## config.mk

```make
export PLATFORM = sky130hd
export DESIGN_NAME = clock_monitor
export DESIGN_NICKNAME = d
export VERILOG_FILES = /design/src/rtl/clock_monitor_pkg.sv /design/src/rtl/edge_sync_detect.sv /design/src/rtl/clock_monitor.sv
export SDC_FILE = /design/constraint.sdc
export NUM_CORES = 1
export LEC_CHECK = 0
export BUFFER_PORTS_ARGS = -buffer_cell sky130_fd_sc_hd__clkbuf_2
export CAP_MARGIN = 0
export CORE_UTILIZATION = 60
export CTS_CLUSTER_DIAMETER = 120
export CTS_CLUSTER_SIZE = 30
export DETAILED_ROUTE_END_ITERATION = 7
export PLACE_DENSITY = 0.8
export SLEW_MARGIN = 40
export SYNTH_ARGS = -nofsm -noshare
export SYNTH_HDL_FRONTEND = slang
export SYNTH_SLANG_ARGS = --single-unit
```

## constraint.sdc

```tcl
create_clock -name CLOCK_50 -period 3.4 [get_ports CLOCK_50]
set_input_delay 1.02 -clock CLOCK_50 [delete_from_list [all_inputs] [get_ports CLOCK_50]]
set_output_delay 1.02 -clock CLOCK_50 [all_outputs]
set_load 0.005 [all_outputs]
```

## src/rtl/clock_monitor_pkg.sv

```systemverilog
// Shared definitions for the PLL clock monitor: FSM state encoding and
// per-output default window/expectation constants (1 ms window at 50 MHz).
package clock_monitor_pkg;

    typedef enum logic [1:0] {
        IDLE    = 2'd0,
        MEASURE = 2'd1,
        EVAL    = 2'd2
    } state_t;

    // PWMClock: 1 MHz -> 1000 edges per 1 ms window
    localparam int unsigned PWM_CLK_GATE_CYCLES  = 50000;
    localparam int unsigned PWM_CLK_EXP_COUNT    = 1000;
    localparam int unsigned PWM_CLK_TOL          = 2;

    // HornClock: 440 kHz -> 440 edges per 1 ms window
    localparam int unsigned HORN_CLK_GATE_CYCLES = 50000;
    localparam int unsigned HORN_CLK_EXP_COUNT   = 440;
    localparam int unsigned HORN_CLK_TOL         = 2;

    // IMUI2CClock: 400 kHz -> 400 edges per 1 ms window
    localparam int unsigned IMU_I2C_CLK_GATE_CYCLES = 50000;
    localparam int unsigned IMU_I2C_CLK_EXP_COUNT   = 400;
    localparam int unsigned IMU_I2C_CLK_TOL         = 1;

    localparam int unsigned CNT_W_DEFAULT = 16;

endpackage

```

## src/rtl/edge_sync_detect.sv

```systemverilog
// Two-flop synchronizer for an asynchronous clock plus a registered
// rising-edge detector; the pulse appears 3 cycles after the input rises.
module edge_sync_detect
    import clock_monitor_pkg::*;
(
    input  logic clk,
    input  logic rst,
    input  logic async_in,
    output logic rise_pulse
);

    logic sync_q1;
    logic sync_q2;
    logic sync_q3;

    // Synchronize, delay one more stage, and register the rising edge
    always_ff @(posedge clk or posedge rst) begin
        if (rst) begin
            sync_q1    <= 1'b0;
            sync_q2    <= 1'b0;
            sync_q3    <= 1'b0;
            rise_pulse <= 1'b0;
        end else begin
            sync_q1    <= async_in;
            sync_q2    <= sync_q1;
            sync_q3    <= sync_q2;
            rise_pulse <= sync_q2 & ~sync_q3;
        end
    end

endmodule

```

## src/rtl/clock_monitor.sv

```systemverilog
// Frequency monitor for a PLL output: counts mon_clk rising edges over a
// GATE_CYCLES window of CLOCK_50 and flags counts outside EXP_COUNT +/- TOL.
// Optional macro CLOCK_MONITOR_STICKY_FAULT_EN makes fault latch until fault_clr.
module clock_monitor
    import clock_monitor_pkg::*;
#(
    parameter int unsigned GATE_CYCLES = PWM_CLK_GATE_CYCLES,
    parameter int unsigned EXP_COUNT   = PWM_CLK_EXP_COUNT,
    parameter int unsigned TOL         = PWM_CLK_TOL,
    parameter int unsigned CNT_W       = CNT_W_DEFAULT
) (
    input  logic             CLOCK_50,
    input  logic             areset,
    input  logic             mon_clk,
    input  logic             enable,
    input  logic             fault_clr,
    output logic [CNT_W-1:0] meas_count,
    output logic             meas_valid,
    output logic             freq_ok,
    output logic             stuck,
    output logic             fault
);

    localparam int unsigned WIN_W = (GATE_CYCLES > 1) ? $clog2(GATE_CYCLES) : 1;
    localparam int unsigned DEV_W = CNT_W + 1;
    localparam logic [CNT_W-1:0]        CNT_MAX  = '1;
    localparam logic [WIN_W-1:0]        WIN_LAST = WIN_W'(GATE_CYCLES - 1);
    localparam logic signed [DEV_W-1:0] EXP_S    = DEV_W'(EXP_COUNT);

    state_t             state;
    state_t             state_nxt_c;
    logic [WIN_W-1:0]   win_cnt;
    logic [WIN_W-1:0]   win_nxt_c;
    logic [CNT_W-1:0]   edge_cnt;
    logic [CNT_W-1:0]   edge_nxt_c;
    logic               load_c;
    logic               drop_c;
    logic               edge_pulse;
    logic signed [DEV_W-1:0] dev_c;
    logic [DEV_W-1:0]   abs_dev_c;
    logic               in_tol_c;

    edge_sync_detect u_sync (
        .clk        (CLOCK_50),
        .rst        (areset),
        .async_in   (mon_clk),
        .rise_pulse (edge_pulse)
    );

    // Signed deviation from the expected count; one extra bit so it never wraps
    always_comb begin
        dev_c     = $signed({1'b0, edge_cnt}) - EXP_S;
        abs_dev_c = dev_c[DEV_W-1] ? DEV_W'(-dev_c) : DEV_W'(dev_c);
        in_tol_c  = (32'(abs_dev_c) <= TOL);
    end

    // State register
    always_ff @(posedge CLOCK_50 or posedge areset) begin
        if (areset) begin
            state <= IDLE;
        end else begin
            state <= state_nxt_c;
        end
    end

    // Next-state, counter next values and result-load strobes
    always_comb begin
        state_nxt_c = state;
        win_nxt_c   = win_cnt;
        edge_nxt_c  = edge_cnt;
        load_c      = 1'b0;
        drop_c      = 1'b0;
        case (state)
            IDLE: begin
                win_nxt_c  = '0;
                edge_nxt_c = '0;
                if (enable) begin
                    state_nxt_c = MEASURE;
                end
            end
            MEASURE: begin
                if (!enable) begin
                    state_nxt_c = IDLE;
                    win_nxt_c   = '0;
                    edge_nxt_c  = '0;
                    drop_c      = 1'b1;
                end else begin
                    if (edge_pulse && (edge_cnt != CNT_MAX)) begin
                        edge_nxt_c = edge_cnt + CNT_W'(1);
                    end
                    if (win_cnt == WIN_LAST) begin
                        state_nxt_c = EVAL;
                        win_nxt_c   = '0;
                    end else begin
                        win_nxt_c = win_cnt + WIN_W'(1);
                    end
                end
            end
            EVAL: begin
                win_nxt_c = '0;
                if (!enable) begin
                    state_nxt_c = IDLE;
                    edge_nxt_c  = '0;
                    drop_c      = 1'b1;
                end else begin
                    state_nxt_c = MEASURE;
                    load_c      = 1'b1;
                    // An edge seen during EVAL belongs to the next window
                    edge_nxt_c  = edge_pulse ? CNT_W'(1) : '0;
                end
            end
            default: begin
                state_nxt_c = IDLE;
                win_nxt_c   = '0;
                edge_nxt_c  = '0;
            end
        endcase
    end

    // Window and edge counters
    always_ff @(posedge CLOCK_50 or posedge areset) begin
        if (areset) begin
            win_cnt  <= '0;
            edge_cnt <= '0;
        end else begin
            win_cnt  <= win_nxt_c;
            edge_cnt <= edge_nxt_c;
        end
    end

    // Measurement results; freq_ok cleared when a window is abandoned
    always_ff @(posedge CLOCK_50 or posedge areset) begin
        if (areset) begin
            meas_count <= '0;
            meas_valid <= 1'b0;
            freq_ok    <= 1'b0;
            stuck      <= 1'b0;
        end else begin
            meas_valid <= load_c;
            if (load_c) begin
                meas_count <= edge_cnt;
                freq_ok    <= in_tol_c;
                stuck      <= (edge_cnt == '0);
            end else if (drop_c) begin
                freq_ok <= 1'b0;
            end
        end
    end

`ifdef CLOCK_MONITOR_STICKY_FAULT_EN
    // Sticky fault: a failing evaluation wins over a simultaneous clear
    always_ff @(posedge CLOCK_50 or posedge areset) begin
        if (areset) begin
            fault <= 1'b0;
        end else if (load_c && !in_tol_c) begin
            fault <= 1'b1;
        end else if (fault_clr) begin
            fault <= 1'b0;
        end
    end
`else
    logic fault_clr_unused;
    assign fault_clr_unused = fault_clr;

    // Fault mirrors the inverse of each new freq_ok result
    always_ff @(posedge CLOCK_50 or posedge areset) begin
        if (areset) begin
            fault <= 1'b0;
        end else if (load_c) begin
            fault <= !in_tol_c;
        end
    end
`endif

endmodule

```

==> impl_metrics.env, run 1 <==
export IMPL_outcome="complete, no violations"
export IMPL_hold_end="u_sync.sync_q2$_DFF_PP0_"
export IMPL_placedCellCount=460
export IMPL_yosysSeqAreaShare_pct=43.3
export IMPL_synth_area_mm2=0.00335
export IMPL_grt_max_degree=27
export IMPL_maxCapViolations=0
export IMPL_r2r_end="fault$_DFFE_PP0P_"
export IMPL_fin_crit_ns=2.90
export IMPL_skew_ns=0.00732
export IMPL_whs_ns=0.356
export IMPL_worst_slack_ns=0.501
export IMPL_cts_buffers=9
export IMPL_drt_iter0_drc=318
export IMPL_wl_per_cell_um=14.5
export IMPL_dieArea_mm2=0.00588
export IMPL_fin_nets=417
export IMPL_synth_cell_type_count=54
export IMPL_cp_end_kind="register"
export IMPL_hold_class="reg2reg"
export IMPL_drive_gt1_share_pct=14.5
export IMPL_hold_start="u_sync.sync_q1$_DFF_PP0_"
export IMPL_fin_util_pct=71.5
export IMPL_cts_setup_buffers=0
export IMPL_layout_worst_path_cycle_share_pct=85.3
export IMPL_place_ws_ns=0.582
export IMPL_vias_per_cell=5.76
export IMPL_drc=0
export IMPL_yosys_warnings=0
export IMPL_setup_viol=0
export IMPL_track_usage_pct=25.8
export IMPL_synth_async_sr_flop_share_pct=100
export IMPL_drv_slew=0
export IMPL_start_util_pct=63.9
export IMPL_crit_family="compound AO/OA/AOI/OAI gates"
export IMPL_min_path_cells=0
export IMPL_post_cts_resize_count=0
export IMPL_io_buffers=23
export IMPL_fin_cells=476
export IMPL_post_dp_hpwl_mm=4.79
export IMPL_tightestPinTransition_ns=0.671
export IMPL_final_seq_area_mm2=0.00145
export IMPL_ios=25
export IMPL_path_cells="inv_1, ha_1, nand3b_1, xnor2_1, o311a_2, a31oi_1, a2111oi_2, nand4_1, o21a_1"
export IMPL_fp_dieH_um=76.7
export IMPL_clkSlewWorstSetupHoldPaths_ns=0.07
export IMPL_cp_max_fo=14
export IMPL_r2r_start="edge_cnt[4]$_DFFE_PP0P_"
export IMPL_p_per_area_mw_per_mm2=419
export IMPL_h_tree_depth=3
export IMPL_firstDrtPassIters=4
export IMPL_peakVddDrop_v=0.000381
export IMPL_worstSetupPathType="reg2reg"
export IMPL_synth_flop_cell="dfrtp_1"
export IMPL_wl_mm=6.90
export IMPL_gp_congestion=0.952
export IMPL_finalSetupTns_ns=0
export IMPL_maxSlewHeadroom_pct=55.0
export IMPL_syn_num_nets=395
export IMPL_cts_tree="done"
export IMPL_crit_arrival_ns=3.12
export IMPL_cp_data_required_time_ns=3.62
export IMPL_area_growth_pct=11.9
export IMPL_num_vias=2744
export IMPL_critPathBufInv=1
export IMPL_clockBufferDepth=2
export IMPL_hold_viol_final=0
export IMPL_critPathLaunchType="register"
export IMPL_r2r_setup_slack_ns=0.50
export IMPL_leakagePower_uw=0.00171
export IMPL_fill_cells=415
export IMPL_slowest_delay_ns=0.60
export IMPL_grt_antenna_before_repair=0
export IMPL_grt_pass1_wl_mm=12.0
export IMPL_clock_fmax_ghz=0.345
export IMPL_clkLatencyLatePin_ns=0.33
export IMPL_postRouteAntennaNets=0
export IMPL_r2r_cells=9
export IMPL_cts_root_buf="clkbuf_8"
export IMPL_avgSynthCellArea_um2=8.83
export IMPL_synth_edf_count=0
export IMPL_synth_ff_latch_count=58
export IMPL_crit_path_top_delay_cell="dfrtp_1"
export IMPL_cts_sinks=58
export IMPL_coreArea_mm2=0.00524
export IMPL_diodes=0
export IMPL_die_w_um=76.7
export IMPL_grt_pass1_vias=2592
export IMPL_multi_input_area_mm2=0.00174
export IMPL_hold_buffers=0
export IMPL_rsz0062_at_grt="false"
export IMPL_syn_inst=379
export IMPL_row_count=26
export IMPL_globalRouteOverflowTotal=0
[stage by stage]
stage               total power, uW  instance area (um2)
CTS                            1590                 3750
finish                         1570                 3750
floorplan                       823                 3350
detailed placement              868                 3520
global placement                861                 3520
global route                   1630                 3750
[placed cells by master (no fill, tap or decap), types with 3 or more instances in the layout]
master,instances
a21o_1,3
xnor2_1,24
nand2_1,52
or3_1,9
nand4_1,11
nor3b_1,3
nand3_1,15
inv_1,14
nor3_1,14
buf_4,9
and3_1,10
nand2b_1,4
clkbuf_8,10
o211ai_1,4
xor2_1,10
and2_1,4
nor2_1,41
o21ai_0,21
a21oi_1,11
clkbuf_2,23
dfrtp_1,58
ha_1,11
[logic make-up after synthesis]
kind of cell,Yosys count,synth area share [%]
compound gates,62,12.4
mux,2,0.598
flops,58,43.3
xor+xnor,34,8.89
fa+ha+maj,11,4.11
simple gates,176,25.9
buf+inv,36,4.67
[worst max path at each step]
stage | from | end | slack [ns] | depth (start not counted)
floorplan | edge_cnt[3]$_DFFE_PP0P_ | fault$_DFFE_PP0P_ | 0.74 | 12
global placement | edge_cnt[4]$_DFFE_PP0P_ | fault$_DFFE_PP0P_ | 0.62 | 9
detailed placement | edge_cnt[4]$_DFFE_PP0P_ | fault$_DFFE_PP0P_ | 0.58 | 9
CTS | edge_cnt[4]$_DFFE_PP0P_ | fault$_DFFE_PP0P_ | 0.56 | 9
global route | edge_cnt[4]$_DFFE_PP0P_ | freq_ok$_DFFE_PP0P_ | 0.28 | 9
finish | edge_cnt[4]$_DFFE_PP0P_ | fault$_DFFE_PP0P_ | 0.50 | 9
[flip-flops by register name (all words and copies together), names as in the netlist]
name and count:
u_sync.sync_q2 1, state 2, freq_ok 1, stuck 1
fault 1, u_sync.sync_q3 1, win_cnt 16, meas_count 16
edge_cnt 16, u_sync.sync_q1 1, u_sync.rise_pulse 1, meas_valid 1
[where the power goes]
part / internal, uW / total, uW / switching (uW)
sequential: 704 / 715 / 11.3
combinational: 42.9 / 138 / 95.5
clock: 433 / 715 / 281
total: 1180 / 1570 / 388
[synthesized netlist by cell type, drive strengths merged (2+ instances only)]
cell,count,area (um2)
ha,11,138
dfrtp,58,1450
and3,11,70.1
and2,4,25.0
o21ai,23,119
or3,9,56.3
nor3,14,70.1
nand3,15,75.1
a211oi,2,15.0
clkbuf,10,37.5
nand4,11,68.8
mux2i,2,20.0
buf,11,62.6
nor2,42,174
o41ai,2,17.5
a21o,3,22.5
xor2,10,87.6
nor4,2,12.5
a31oi,2,12.5
o211ai,4,30.0
a211o,2,18.8
nor3b,3,22.5
nand2,52,195
xnor2,24,210
o31ai,2,15.0
inv,15,56.3
nor2b,2,12.5
nand2b,4,25.0
a21oi,11,55.1
[metal layers]
layer	routed length, um	vias up	GRT usage (%)
met5	0	-	0
met4	157	0	13.1
met3	300	18	5.24
met2	3260	81	39.4
met1	3190	1297	34.9
li1	-	1348	-
[area by class of cell]
| class | instances | share of cell area [%] |
|---|---|---|
| Inverter | 15 | 1.50 |
| Multi-Input combinational cell | 285 | 46.5 |
| Timing Repair Buffer | 32 | 4.88 |
| Tap cell | 70 | 2.34 |
| Clock buffer | 10 | 3.67 |
| Sequential cell | 58 | 38.7 |
| Clock inverter | 6 | 2.40 |
Power figures use the tool's default switching activity.
==> inputs of run 2 (changes only) <==
--- a/config.mk
+++ b/config.mk
@@ -12,6 +12,7 @@
 export CTS_CLUSTER_SIZE = 30
 export DETAILED_ROUTE_END_ITERATION = 7
 export PLACE_DENSITY = 0.8
+export REMOVE_ABC_BUFFERS = 1
 export SLEW_MARGIN = 40
 export SYNTH_ARGS = -nofsm -noshare
 export SYNTH_HDL_FRONTEND = slang
==> run 2 against run 1 <==
Register-to-register slack improved by 0.04 ns. Critical path type unchanged. Sequential share of layout area rose by 0.64 points. Largest cell class unchanged. Global-route usage is 0.051 points higher. Combinational power hardly changed. Critical endpoint is now freq_ok$_DFFE_PP0P_. Die area unchanged. Largest power group unchanged. Count of clock-buffer cells in the layout up 2. Final area is 1.6% lower. Hold slack worse by 0.0084 ns. Non-clock buffer count decreased by 3. Sequential power about the same.
==> impl_metrics.env, run 2 (synthesis gave the netlist of run 1 again) <==
export IMPL_outcome="complete, no violations"
export IMPL_drv_slew=0
export IMPL_power_frac_seq_pct=48.6
export IMPL_fin_crit_ns=2.86
export IMPL_skew_ns=0.0114
export IMPL_drt_iter0_drc=200
export IMPL_slowest_delay_ns=0.58
export IMPL_dieArea_mm2=0.00588
export IMPL_crit_arrival_ns=3.13
export IMPL_start_util_pct=63.9
export IMPL_grt_max_degree=27
export IMPL_finalSetupTns_ns=0
export IMPL_hold_buffers=0
export IMPL_fill_cells=418
export IMPL_p_sw_uw=373
export IMPL_top_regs="edge_cnt: 16 flops, meas_count: 16 flops, win_cnt: 16 flops"
export IMPL_wl_per_cell_um=14.2
export IMPL_wl_mm=6.68
export IMPL_track_usage_pct=25.9
export IMPL_final_common_cell="dfrtp_1"
export IMPL_die_w_um=76.7
export IMPL_layout_worst_path_cycle_share_pct=84.2
export IMPL_gp_congestion=0.956
export IMPL_grt_pass1_wl_mm=12.0
export IMPL_cp_max_fo=14
export IMPL_clkLatencyLatePin_ns=0.34
export IMPL_coreArea_mm2=0.00524
export IMPL_pwr_share_comb_pct=9.5
export IMPL_critPathBufInv=1
export IMPL_grt_antenna_before_repair=0
export IMPL_post_dp_hpwl_mm=4.69
export IMPL_clockBufferDepth=2
export IMPL_tightestPinTransition_ns=0.628
export IMPL_globalRouteOverflowTotal=0
export IMPL_placed_cell_area_mm2=0.00350
export IMPL_fp_dieH_um=76.7
export IMPL_maxCapViolations=0
export IMPL_p_total_uw=1470
export IMPL_drive_gt1_share_pct=13.4
export IMPL_design_area_mm2=0.00368
export IMPL_area_growth_pct=10.1
export IMPL_maxSlewHeadroom_pct=58.1
export IMPL_cts_sinks=58
export IMPL_r2r_end="freq_ok$_DFFE_PP0P_"
export IMPL_crit_family="compound AO/OA/AOI/OAI gates"
export IMPL_cp_data_required_time_ns=3.67
export IMPL_clock_fmax_ghz=0.349
export IMPL_io_buffers=23
export IMPL_p_sw_share_pct=25.4
export IMPL_cts_setup_buffers=0
export IMPL_ios=25
export IMPL_postRouteAntennaNets=0
export IMPL_post_cts_resize_count=0
export IMPL_r2r_cells=9
export IMPL_multi_input_area_mm2=0.00174
export IMPL_hold_viol_final=0
export IMPL_cp_end_kind="register"
export IMPL_path_cells="inv_1, ha_1, nand3b_1, xnor2_1, o311a_2, a31oi_1, a2111oi_2, nand4_1, a21oi_1"
export IMPL_vias_per_cell=5.63
export IMPL_hold_end="u_sync.sync_q2$_DFF_PP0_"
export IMPL_row_count=26
export IMPL_pwr_share_clk_pct=42.0
export IMPL_worst_slack_ns=0.537
export IMPL_num_vias=2659
export IMPL_worstSetupPathType="reg2reg"
export IMPL_firstDrtPassIters=4
export IMPL_clkSlewWorstSetupHoldPaths_ns=0.07
export IMPL_cts_root_buf="clkbuf_8"
export IMPL_critPathLaunchType="register"
export IMPL_leakagePower_uw=0.00168
export IMPL_cts_buffers=9
export IMPL_grt_pass1_vias=2609
export IMPL_setup_viol=0
export IMPL_fin_nets=414
export IMPL_place_ws_ns=0.602
export IMPL_hold_start="u_sync.sync_q1$_DFF_PP0_"
export IMPL_rsz0062_at_grt="false"
export IMPL_drc=0
export IMPL_peakVddDrop_v=0.000341
export IMPL_hold_class="reg2reg"
export IMPL_final_seq_area_mm2=0.00145
export IMPL_crit_path_top_delay_cell="dfrtp_1"
export IMPL_final_cell_mix="dfrtp_1 (58), nand2_1 (52), nor2_1 (41), xnor2_1 (24), clkbuf_2 (23)"
export IMPL_r2r_setup_slack_ns=0.54
export IMPL_h_tree_depth=3
export IMPL_cts_tree="done"
export IMPL_internal_power_uw=1100
export IMPL_p_per_area_mw_per_mm2=399
export IMPL_r2r_start="edge_cnt[4]$_DFFE_PP0P_"
export IMPL_min_path_cells=0
export IMPL_diodes=0
==> run 2: area by class of cell <==
type,count,area share (%)
Tap cell,70,2.38
Clock buffer,12,3.94
Clock inverter,3,1.09
Multi-Input combinational cell,285,47.3
Timing Repair Buffer,29,4.35
Inverter,15,1.53
Sequential cell,58,39.4
==> run 2: worst max path at each step <==
| stage | start | to | slack (ns) | cells after the start |
|---|---|---|---|---|
| finish | edge_cnt[4]$_DFFE_PP0P_ | freq_ok$_DFFE_PP0P_ | 0.54 | 9 |
| global route | edge_cnt[4]$_DFFE_PP0P_ | fault$_DFFE_PP0P_ | 0.35 | 9 |
| CTS | edge_cnt[4]$_DFFE_PP0P_ | freq_ok$_DFFE_PP0P_ | 0.59 | 9 |
| detailed placement | edge_cnt[4]$_DFFE_PP0P_ | freq_ok$_DFFE_PP0P_ | 0.60 | 9 |
| global placement | edge_cnt[4]$_DFFE_PP0P_ | fault$_DFFE_PP0P_ | 0.65 | 9 |
| floorplan | enable | fault$_DFFE_PP0P_ | 0.92 | 6 |
==> run 2: through the flow <==
stage	util [%]	hold WS, ns	std cells
after global routing	70.4	0.364	472
after global placement	66.7	0.334	457
after CTS	70.4	0.351	472
after floorplan	-	0.331	358
after detailed placement	66.8	0.336	457
final	70.4	0.347	472
==> run 2: power by group through the flow <==
stage               Combinational [uW]  Sequential (uW)  Clock [uW]
global route                       160              716         653
global placement                   133              726           0
detailed placement                 139              727           0
CTS                                141              714         624
finish                             139              714         617
floorplan                         93.6              725           0
==> run 2: routing by layer <==
| layer | vias to the layer above | track usage [%] | wire (um) |
|---|---|---|---|
| met4 | 0 | 12.9 | 123 |
| met5 | - | 0 | 0 |
| met3 | 12 | 5.00 | 258 |
| met1 | 1251 | 32.7 | 3120 |
| li1 | 1343 | - | - |
| met2 | 53 | 42.3 | 3180 |
==> inputs of run 3 (changes only) <==
--- a/config.mk
+++ b/config.mk
@@ -5,13 +5,14 @@
 export SDC_FILE = /design/constraint.sdc
 export NUM_CORES = 1
 export LEC_CHECK = 0
+export ABC_AREA = 1
 export BUFFER_PORTS_ARGS = -buffer_cell sky130_fd_sc_hd__clkbuf_2
 export CAP_MARGIN = 0
-export CORE_UTILIZATION = 60
+export CORE_UTILIZATION = 55
 export CTS_CLUSTER_DIAMETER = 120
 export CTS_CLUSTER_SIZE = 30
 export DETAILED_ROUTE_END_ITERATION = 7
-export PLACE_DENSITY = 0.8
+export PLACE_DENSITY = 0.77
 export REMOVE_ABC_BUFFERS = 1
 export SLEW_MARGIN = 40
 export SYNTH_ARGS = -nofsm -noshare
==> constraint.sdc (replaced) <==
create_clock -name CLOCK_50 -period 2.5 [get_ports CLOCK_50]
set_input_delay 0.75 -clock CLOCK_50 [delete_from_list [all_inputs] [get_ports CLOCK_50]]
set_output_delay 0.75 -clock CLOCK_50 [all_outputs]
set_load 0.005 [all_outputs]
==> run 3 against run 2 <==
Maximum frequency rose by 28%. Utilization fell by 5.4 points. Wire length rose by 12%. Clock skew fell by 0.0013 ns. Clock power rose by 43%. Final area rose by 6.8%. Count of clock-buffer cells in the layout did not move. Combinational power rose to 3.9 times the previous value. Via count rose by 13%. Synthesized area rose by 6.0%. Non-clock buffer count fell by 2. Die area rose by 15%. Critical endpoint is now fault$_DFFE_PP0P_. Largest cell class unchanged.
==> impl_metrics.env, run 3 <==
export IMPL_drc=0
export IMPL_hold_buffers=0
export IMPL_cts_sinks=58
export IMPL_synthTopCellsByCount="nand2_1 (104), dfrtp_1 (58), inv_1 (53), nor2_1 (38), nand3_1 (33)"
export IMPL_maxSlewHeadroom_pct=67.4
export IMPL_fp_dieH_um=82.3
export IMPL_top_regs="edge_cnt: 16 flops, meas_count: 16 flops, win_cnt: 16 flops"
export IMPL_yosysSeqAreaShare_pct=40.9
export IMPL_synth_area_mm2=0.00355
export IMPL_gp_congestion=0.886
export IMPL_leakagePower_uw=0.00198
export IMPL_p_per_area_mw_per_mm2=633
export IMPL_critPathLaunchType="register"
export IMPL_grt_pass1_wl_mm=12.8
export IMPL_cp_end_kind="register"
export IMPL_peakVddDrop_v=0.000562
export IMPL_clockBufferDepth=2
export IMPL_r2r_start="edge_cnt[4]$_DFFE_PP0P_"
export IMPL_clkLatencyLatePin_ns=0.33
export IMPL_synth_async_sr_flop_share_pct=100
export IMPL_crit_family="simple AND/OR/NAND/NOR gates"
export IMPL_slowest_delay_ns=0.46
export IMPL_path_cells="inv_1, ha_1, nand4_1, nor2_1, nand3_1, nand3_1, nand2_1, nor2_2, nand3_1, nor2_2, nand3_2, nand2_1, nand2_1"
export IMPL_track_usage_pct=25.1
export IMPL_crit_arrival_ns=2.45
export IMPL_grt_pass1_vias=2918
export IMPL_hold_viol_final=0
export IMPL_netlist_top_cells_area="dfrtp_1 (41%), nand2_1 (11%), inv_1 (5.6%)"
export IMPL_drive_gt1_share_pct=19.0
export IMPL_num_vias=3010
export IMPL_io_buffers=23
export IMPL_vias_per_cell=5.34
export IMPL_whs_ns=0.356
export IMPL_min_path_cells=0
export IMPL_r2r_cells=13
export IMPL_synth_flop_cell="dfrtp_1"
export IMPL_cts_tree="done"
export IMPL_syn_inst=456
export IMPL_wl_met1_mm=3.37
export IMPL_r2r_end="fault$_DFFE_PP0P_"
export IMPL_die_w_um=82.3
export IMPL_cp_data_required_time_ns=2.72
export IMPL_drv_slew=0
export IMPL_worstSetupPathType="reg2reg"
export IMPL_avgSynthCellArea_um2=7.78
export IMPL_cts_root_buf="clkbuf_8"
export IMPL_wl_met2_mm=3.55
export IMPL_outcome="complete, no violations"
export IMPL_firstDrtPassIters=4
export IMPL_postRouteAntennaNets=0
export IMPL_drt_iter0_drc=128
export IMPL_crit_start="edge_cnt[4]$_DFFE_PP0P_"
export IMPL_row_count=28
export IMPL_final_common_cell="nand2_1"
export IMPL_post_dp_hpwl_mm=5.42
export IMPL_grt_max_degree=59
export IMPL_synth_cell_type_count=38
export IMPL_yosys_warnings=0
export IMPL_hold_start="u_sync.sync_q1$_DFF_PP0_"
export IMPL_globalRouteOverflowTotal=0
export IMPL_top_layer="met4"
export IMPL_crit_path_top_delay_cell="dfrtp_1"
export IMPL_cts_setup_buffers=0
export IMPL_setup_viol=0
export IMPL_p_total_uw=2490
export IMPL_diodes=0
export IMPL_finalSetupTns_ns=0
export IMPL_rsz0062_at_grt="false"
export IMPL_tightestPinTransition_ns=0.488
export IMPL_wl_per_cell_um=13.2
export IMPL_design_area_mm2=0.00393
export IMPL_yosysTopAreaCell="dfrtp_1"
export IMPL_yosysTopAreaCellShare_pct=40.9
export IMPL_placed_cell_area_mm2=0.00373
export IMPL_hold_end="u_sync.sync_q2$_DFF_PP0_"
export IMPL_dieArea_mm2=0.00678
export IMPL_yosysMostFrequentCell="nand2_1"
export IMPL_clock_fmax_ghz=0.448
export IMPL_final_cell_mix="nand2_1 (104), dfrtp_1 (58), inv_1 (52), nor2_1 (38), nand3_1 (33)"
export IMPL_start_util_pct=58.5
export IMPL_fin_crit_ns=2.23
export IMPL_r2r_setup_slack_ns=0.27
export IMPL_clkSlewWorstSetupHoldPaths_ns=0.07
export IMPL_wl_met3_um=396
export IMPL_skew_ns=0.0101
export IMPL_h_tree_depth=3
export IMPL_coreArea_mm2=0.00606
export IMPL_ios=25
export IMPL_area_growth_pct=10.9
export IMPL_synth_ff_latch_count=58
export IMPL_hold_class="reg2reg"
export IMPL_fin_nets=500
export IMPL_synth_edf_count=0
export IMPL_critPathBufInv=1
export IMPL_wl_mm=7.45
export IMPL_cts_buffers=9
export IMPL_maxCapViolations=0
export IMPL_grt_antenna_before_repair=0
export IMPL_post_cts_resize_count=0
export IMPL_layout_worst_path_cycle_share_pct=89.3
export IMPL_cp_max_fo=5
==> run 3: cell types whose count changed after synthesis, sizes merged, moves of 13 or more <==
cell	previous run	this run
o21ai	23	37
nand3	15	36
inv	15	61
a21oi	11	24
xnor2	24	3
nand2	52	121
==> run 3: per-stage QoR <==
step	util, %	cells	setup slack (ns)
final	64.9	564	0.266
after global routing	64.9	564	0.0425
after CTS	64.9	564	0.264
after detailed placement	61.5	548	0.300
after global placement	61.5	548	0.348
after floorplan	-	446	0.322
==> run 3: power by group <==
group	internal, uW	total, uW	switching (uW)
clock network	513	883	370
logic	193	544	351
registers	1010	1060	50.2
==> run 3: cells by family (layout without fill, tap and decap cells) <==
family,Yosys count,count (layout),synth area share (%)
xor gates and xnor gates,8,8,1.97
and+or+nand+nor,239,239,33.8
DFF,58,58,40.9
AOI/OAI and AO/OA,69,69,10.9
adders and majority gates,11,11,3.88
buffers and inverters,71,104,8.60
==> run 3: metal layers <==
layer  up-vias  track usage (%)
met3        14             6.48
met2        78             42.5
met1      1379             30.1
met4         0             10.5
li1       1539                -
met5         -                0
==> run 3: worst max path at each step <==
stage / end / slack [ns] / cells after the start
final: fault$_DFFE_PP0P_ / 0.27 / 13
after global routing: fault$_DFFE_PP0P_ / 0.04 / 16
after CTS: fault$_DFFE_PP0P_ / 0.26 / 15
after detailed placement: fault$_DFFE_PP0P_ / 0.30 / 15
after global placement: fault$_DFFE_PP0P_ / 0.35 / 13
after floorplan: edge_cnt[0]$_DFFE_PP0P_ / 0.32 / 1
==> run 3: final cells by class <==
| cell class | instances | area [um2] |
|---|---|---|
| inverters | 61 | 234 |
| clock buffers | 12 | 155 |
| fillers | 526 | 2130 |
| flip-flops and latches | 58 | 1450 |
| well taps | 75 | 93.8 |
| multi-input cells | 327 | 1790 |
| clock inverters | 4 | 50.0 |
| repair buffers | 27 | 158 |
